--- src/rtl/f_fetch_pc_unit.sv ---
// ---------------------------------------------------------------------------
// f_fetch_pc_unit
//   F-stage program counter. Produces the fetch PC (sequential PC+4) and
//   accepts redirects from D (branch/jump) and from CP0 (exception, ERET).
//   CP0 redirects override stalls. A D-stage redirect that arrives while
//   fetch is stalled is buffered (HOLD) and applied on the first enabled
//   edge. Fetch address errors are flagged for the exception path.
//
// Ports
//   clk           in   rising-edge clock
//   reset         in   synchronous, active-high
//   en            in   fetch advance enable (0 = stall)
//   br_valid      in   D-stage redirect request
//   br_target     in   D-stage redirect target
//   exc_req       in   exception taken -> EXC_VECTOR
//   eret_req      in   ERET executed   -> epc
//   epc           in   return PC from CP0
//   pc            out  current fetch PC (registered)
//   pc_err        out  pc misaligned or outside instruction memory
//   exc_code      out  5'd4 (AdEL) when pc_err, else 0
//   redir_pending out  a D-stage redirect is buffered
//   im_addr       out  instruction memory word index, valid when !pc_err
// ---------------------------------------------------------------------------
module f_fetch_pc_unit #(
  parameter int unsigned          ADDR_W     = 32,
  parameter logic [ADDR_W-1:0]    PC_BASE    = 32'h0000_3000,
  parameter int unsigned          IM_WORDS   = 4096,
  parameter logic [ADDR_W-1:0]    EXC_VECTOR = 32'h0000_4180
) (
  input  logic                        clk,
  input  logic                        reset,
  input  logic                        en,
  input  logic                        br_valid,
  input  logic [ADDR_W-1:0]           br_target,
  input  logic                        exc_req,
  input  logic                        eret_req,
  input  logic [ADDR_W-1:0]           epc,
  output logic [ADDR_W-1:0]           pc,
  output logic                        pc_err,
  output logic [4:0]                  exc_code,
  output logic                        redir_pending,
  output logic [$clog2(IM_WORDS)-1:0] im_addr
);

  localparam int unsigned IM_AW = $clog2(IM_WORDS);

  // Highest legal word-aligned fetch address.
  localparam logic [ADDR_W-1:0] PC_LAST =
    ADDR_W'(PC_BASE + ADDR_W'(4 * IM_WORDS) - ADDR_W'(4));

  localparam logic [4:0] EXC_ADEL = 5'd4;

  localparam logic [0:0] ST_RUN  = 1'b0;
  localparam logic [0:0] ST_HOLD = 1'b1;

  logic [ADDR_W-1:0] pc_p0;
  logic [ADDR_W-1:0] pend_tgt_p0;
  logic [0:0]        state_p0;

  // Full-width range compare so wrapped or far-away addresses are caught.
  function automatic logic addr_err(input logic [ADDR_W-1:0] a);
    addr_err = (a[1:0] != 2'b00) || (a < PC_BASE) || (a > PC_LAST);
  endfunction

  // Stage p0: fetch PC register and redirect buffer
  always_ff @(posedge clk) begin
    if (reset) begin
      pc_p0       <= PC_BASE;
      pend_tgt_p0 <= '0;
      state_p0    <= ST_RUN;
    end else if (exc_req) begin
      pc_p0    <= EXC_VECTOR;
      state_p0 <= ST_RUN;
    end else if (eret_req) begin
      pc_p0    <= epc;
      state_p0 <= ST_RUN;
    end else if (!en) begin
      // Stalled: remember the newest D-stage redirect for later.
      if (br_valid) begin
        pend_tgt_p0 <= br_target;
        state_p0    <= ST_HOLD;
      end
    end else if (br_valid) begin
      // A live redirect supersedes anything buffered.
      pc_p0    <= br_target;
      state_p0 <= ST_RUN;
    end else if (state_p0 == ST_HOLD) begin
      pc_p0    <= pend_tgt_p0;
      state_p0 <= ST_RUN;
    end else begin
      pc_p0 <= pc_p0 + ADDR_W'(4);
    end
  end

  assign pc            = pc_p0;
  assign redir_pending = (state_p0 == ST_HOLD);
  assign pc_err        = addr_err(pc_p0);
  assign exc_code      = pc_err ? EXC_ADEL : 5'd0;

  // PC_BASE is word aligned, so the word offset needs only pc[IM_AW+1:2].
  assign im_addr = pc_p0[IM_AW+1:2] - PC_BASE[IM_AW+1:2];

endmodule

--- config.mk ---
export PLATFORM = sky130hd
export DESIGN_NAME = f_fetch_pc_unit
export DESIGN_NICKNAME = d
export VERILOG_FILES = /design/src/rtl/f_fetch_pc_unit.sv
export SDC_FILE = /design/constraint.sdc
export NUM_CORES = 1
export LEC_CHECK = 0
export ABC_AREA = 1
export BUFFER_PORTS_ARGS = -buffer_cell sky130_fd_sc_hd__buf_2
export CAP_MARGIN = 10
export CORE_MARGIN = 3
export CORE_UTILIZATION = 45
export CTS_CLUSTER_DIAMETER = 80
export DETAILED_ROUTE_END_ITERATION = 12
export GPL_TIMING_DRIVEN = 0
export HOLD_SLACK_MARGIN = 0.05
export PLACE_DENSITY = 0.71
export SYNTH_ARGS = -nofsm -noshare
export SYNTH_HDL_FRONTEND = slang
export SYNTH_SLANG_ARGS = --single-unit
--- constraint.sdc ---
create_clock -name clk -period 3.3 [get_ports clk]
set_input_delay 0.495 -clock clk [delete_from_list [all_inputs] [get_ports clk]]
set_output_delay 0.495 -clock clk [all_outputs]
set_load 0.005 [all_outputs]
; ---- Yosys cells after proc, flatten, opt, wreduce, memory -nomap -nowiden
; Index checks and enable logic that the tools add are counted.
[word_totals]
regBits = 65
input_bits = 70
output_inout_bits = 51
word_cells = 25
[classes]
addsub = 2
order_cmp = 2
mux = 6
bitwise = 3
reduce_logical = 8
[ops]
columns = cell, count
row1 = $mux W32, 4
row2 = $add A32 B3 Y32 const B, 1
row3 = $gt A32 B15 Y1 const B, 1
row4 = $lt A32 B14 Y1 const B, 1
row5 = $mux W15, 1
row6 = $sub A12 B12 Y12 const B, 1
row7 = $reduce_and A4 Y1, 1
row8 = $reduce_bool A2 Y1, 2
row9 = $reduce_or A4 Y1, 1
row10 = $mux W3, 1
row11 = $not A1 Y1, 3
row12 = $reduce_bool A3 Y1, 1
row13 = $logic_or A1 B1 Y1, 2
row14 = $reduce_or A2 Y1, 1

; ---- Longest topological paths before layout
[logic_depth]
ltp_word = 6
depth_mapped = 11
mapped_depth_nobuf = 11

; ---- Worst setup path before layout
; OpenSTA, ideal clock, no wires.
[synth_timing]
kind = register to output
from = reg pc_p0[2], in the netlist pc[2]
to = out exc_code[2]
t_arrival_ns = 1.352
required_time_ns = 2.805
path_slack_ns = 1.453
path_stages_with_launch = 10
path_buffers = 1
cell_sequence = dfxtp_1 ha_1 nand2_1 nor2_2 nand2_1 inv_1 nand3_1 nand3_1 nand2_1 buf_4
[synth_via]
elab_chain_len = 4
elab_cells_between_ends = 5
classes_between = order compare: 2 / mux: 1 / reduce/logical: 2
[synth_lines]
columns = element, line_no
row1 = from (decl), 56  ; logic [ADDR_W-1:0] pc_p0;
row2 = from (signal assigned), 75  ; pc_p0 <= epc;
row3 = from (signal assigned), 85  ; pc_p0 <= br_target;
row4 = from (signal assigned), 88  ; pc_p0 <= pend_tgt_p0;
row5 = $lt A32 B14 Y1, 62  ; addr_err = (a[1:0] != 2'b00) || (a < PC_BASE) || (a > PC_LAST);
row6 = $logic_or A1 B1 Y1, 62
row7 = $logic_or A1 B1 Y1 *, 62
row8 = net pc_err, 39  ; output logic pc_err,
row9 = $mux W3 *, 98  ; assign exc_code = pc_err ? EXC_ADEL : 5'd0;
row10 = to (decl), 40  ; output logic [4:0] exc_code,
; The timed path passes the listed nets; every way through them passes the cells marked *.

; ---- Worst setup path in the final report
[layout_timing]
from = reg pc_p0[2], in the netlist pc[2]
to = out exc_code[2]
[layout_via]
elab_chain_len = 4
elab_cells_between_ends = 5
classes_between = order compare: 2 / mux: 1 / reduce/logical: 2
[layout_lines]
columns = element, line_no
row1 = $lt A32 B14 Y1, 62
row2 = $logic_or A1 B1 Y1, 62
row3 = $logic_or A1 B1 Y1 *, 62
row4 = $mux W3 *, 98
; Every way passes the cells marked *; elsewhere a longest branch is shown, timed or not.

==> results.tsv <==
stage	metric	value	unit
run_status	status	finished, final reports clean	
clock_tree	post-CTS sizing	0	
global_route	total global routing overflow	0	
critical_path	Cell Chain, Critical Path	ha_1, nand2_1, nor2_2, nand2_1, inv_1, nand3_1, nand3_1, nand2_1, buf_4, buf_2	
synth	XOR/XNOR share of the synthesized area	0.0153	
synth	Cell variety after synth	35	
routing	drt drc	0	
placement	gpl congestion	0.901	
hold_path	Hold WC Path Type	primary input to flip-flop	
synth	Compound-Gate Fraction of Synth Area	0.180	
floorplan	FP Rows	33	
floorplan	Ports	121	
synth	Post-Synth Simple-Gate Area	0.350	
global_route	largest net degree at the start of global routing	14	
floorplan	die area	10100	µm²
floorplan	Chip Width	100	µm
floorplan	Initial Utilization	0.475	
timing	post-route clock period utilization	0.802	
synth	post-synthesis instance area	4000	µm²
timing	RSZ-0062 raised after global routing	false	
floorplan	chip height	100	µm
critical_path	Arr. time, crit path	2.15	ns
power	sw frac	0.317	
routing	Avg WL per Cell	15.4	µm
routing	Via density	5.29	
clock_tree	clk_lat worst skew	0.36	ns
timing	Worst Clk Skew	0.0130	ns
timing	relative max-transition margin	0.553	
critical_path	crit path launch	pc[2]	
synth	Synth Area in Adders	0.00938	
power	Sw Pwr	571	µW
clock_tree	CTS Buf Count	9	
clock_tree	Setup Fix Bufs, Post-CTS	0	
clock_tree	CTS clock-pin slew for the worst setup and hold paths	0.09	ns
critical_path	worst-path maximum fanout	6	
routing	Post-Route WL	13500	µm
clock_tree	H-tree levels	3	
power	Comb pwr share	0.176	
hold_path	critical hold path startpoint	br_target[25]	
timing	fmax	0.378	GHz
synth	Seq/Total Area, Yosys	0.325	
synth	FF+latch count, synth	65	
critical_path	CP max-delay cell	dfxtp_1	
global_route	global-route wire length before repair	21300	µm
power	Seq pwr share	0.475	
power	maximum VDD drop	0.277	mV
clock_tree	CTS tree	built	
critical_path	Max stage delay on crit path	0.44	ns
cells_and_area	Diodes inserted	0	
routing	drt pass-1 iters	5	
critical_path	worst reg2reg startpoint	pc[2]	
critical_path	critical path type	flip-flop to output pin	
clock_tree	Bufs on Longest Clock Path	2	
cells_and_area	area delta synth->final	22.4	%
synth	Synth Area per Inst	6.29	µm²
power	Clk pwr share	0.348	
clock_tree	Root Buffer Master	clkbuf_8	
timing	Final setup viols	0	
floorplan	Core Region	8420	µm²
placement	hpwl dp	10500	µm
timing	Fin. Hold Viols	0	
synth	main combinational cell family by area after synthesis	simple AND/OR/NAND/NOR gates	
routing	Final ANT Viol Nets	0	
placement	Port Buffers	115	
power	Final Power	1800	µW
timing	total negative setup slack	0	ns
power	Internal Power	1230	µW
synth	cells after synthesis	636	
run	max-cap violations	0	
critical_path	crit start category	flip-flop	
global_route	vias in the first global route	4283	
timing	min Tclk post-route	2.65	ns
routing	vias	4630	
timing	measured slew at the worst slew-check pin	0.670	ns
synth	warning count from the yosys run	0	
routing	initial drt markers	324	
synth	mux cell area share after synthesis	0.00250	
cells_and_area	share of cells above drive strength 1	0.230	
critical_path	Worst path most repeated cell	nand2_1	
power	power density cells	368	nW/µm²
power	P_leak	0.00233	µW
critical_path	worst path required time	2.80	ns
clock_tree	TritonCTS Sinks	65	
critical_path	Crit. End Element	output pin	
cells_and_area	final net count	838	
global_route	initial antenna violation count	0	
timing	max-slew violations	0	
global_route	overall global routing resource usage	0.270	
clock_tree	CTS Hold Bufs	0	
cells in the final DEF (no fill, tap or decap), types with 3 or more instances in the layout:
cell	instances
inv_2	5
nand3_1	40
o211ai_1	4
buf_4	16
inv_6	3
a221oi_1	21
nor3_1	3
inv_1	53
nand4_1	5
clkbuf_8	9
clkbuf_1	11
ha_1	3
xor2_1	6
conb_1	4
clkinv_4	3
a21oi_1	44
dfxtp_1	65
o21ai_0	39
nand2_1	186
nor2_2	5
buf_2	127
o21ai_1	4
nor2_1	93
power groups by stage:
stage / logic [µW] / clock network, µW / registers (µW)
2_1_floorplan: 176 / 0 / 865
3_3_place_gp: 311 / 0 / 873
3_5_place_dp: 314 / 0 / 874
4_1_cts: 316 / 637 / 856
5_1_grt: 355 / 664 / 862
6_report: 318 / 628 / 857
cells in the mapped netlist:
| master | count | share of area |
|---|---|---|
| a22oi_1 | 2 | 0.0038 |
| nor2_4 | 2 | 0.0056 |
| nand4_1 | 5 | 0.0078 |
| nor2_8 | 1 | 0.0050 |
| inv_2 | 5 | 0.0047 |
| a21oi_1 | 44 | 0.055 |
| mux2i_1 | 1 | 0.0025 |
| buf_4 | 16 | 0.030 |
| nor4_1 | 2 | 0.0031 |
| clkbuf_1 | 10 | 0.0094 |
| buf_2 | 12 | 0.015 |
| a31oi_1 | 1 | 0.0016 |
| xor2_1 | 6 | 0.013 |
| a211oi_1 | 1 | 0.0019 |
| nor2_2 | 5 | 0.0078 |
| o221a_2 | 2 | 0.0056 |
| xnor2_1 | 1 | 0.0022 |
| dfxtp_1 | 65 | 0.33 |
| nand3b_1 | 1 | 0.0019 |
| nand3_1 | 40 | 0.050 |
| o21ai_0 | 39 | 0.049 |
| conb_1 | 1 | 0.00094 |
| inv_6 | 1 | 0.0022 |
| o221ai_1 | 1 | 0.0022 |
| ha_1 | 3 | 0.0094 |
| nand2_4 | 1 | 0.0028 |
| o22ai_1 | 2 | 0.0031 |
| inv_1 | 53 | 0.050 |
| nor2_1 | 93 | 0.087 |
| o21ai_1 | 4 | 0.0050 |
| nor3_1 | 3 | 0.0038 |
| a221oi_1 | 21 | 0.046 |
| buf_6 | 2 | 0.0056 |
| nand2_1 | 186 | 0.17 |
| o211ai_1 | 4 | 0.0075 |
flip-flops by register name, indices dropped and copies added, names as in the netlist, named ones only:
name	flops
pend_tgt_p0	32
pc	30
redir_pending	1
worst max-delay path: cells and delay by family (launching register included):
| kind | cells | cell delay [ns] |
|---|---|---|
| fa+ha+maj | 1 | 0.20 |
| flops | 1 | 0.44 |
| buf+inv | 3 | 0.40 |
| simple gates | 6 | 0.74 |
routing by layer:
layer	vias to the layer above	track usage	share of wire
met5	-	0	0
met4	0	0.0777	0.018
met3	18	0.0500	0.081
met2	188	0.428	0.46
met1	2097	0.374	0.44
li1	2327	-	-
per-stage QoR:
step,hold WS (ns),area (µm²),cells,util,worst slack (ns)
2_1_floorplan,0.423,4010,639,-,1.45
3_3_place_gp,0.433,4720,859,0.560,1.06
3_5_place_dp,0.444,4720,859,0.560,1.06
4_1_cts,0.382,4900,875,0.582,0.650
5_1_grt,0.385,4900,875,0.582,0.504
6_report,0.382,4900,875,0.582,0.654
path summary, 6_finish.rpt:
kind	endpoint	slack (ns)	cells after the start
hold / removal	pend_tgt_p0[25]	0.38	3
hold reg to reg	pend_tgt_p0[9]	0.45	2
setup reg to reg	pc[20]	1.26	10
setup / recovery	exc_code[2]	0.65	10
cell families after synthesis:
family / after synthesis
buffers and inverters: 99
DFF: 65
AOI/OAI and AO/OA: 121
adders and majority gates: 3
other: 1
xor gates and xnor gates: 7
muxes: 1
and+or+nand+nor: 339
layout make-up:
type / instances / area [µm²]
Fill cell: 867 / 3520
Multi-Input combinational cell: 475 / 2240
Sequential cell: 65 / 1300
Timing Repair Buffer: 115 / 576
Buffer: 40 / 240
Inverter: 59 / 226
Tap cell: 105 / 131
Clock buffer: 10 / 128
Clock inverter: 6 / 51.3
No activity file was read; power rests on OpenSTA's default activity.
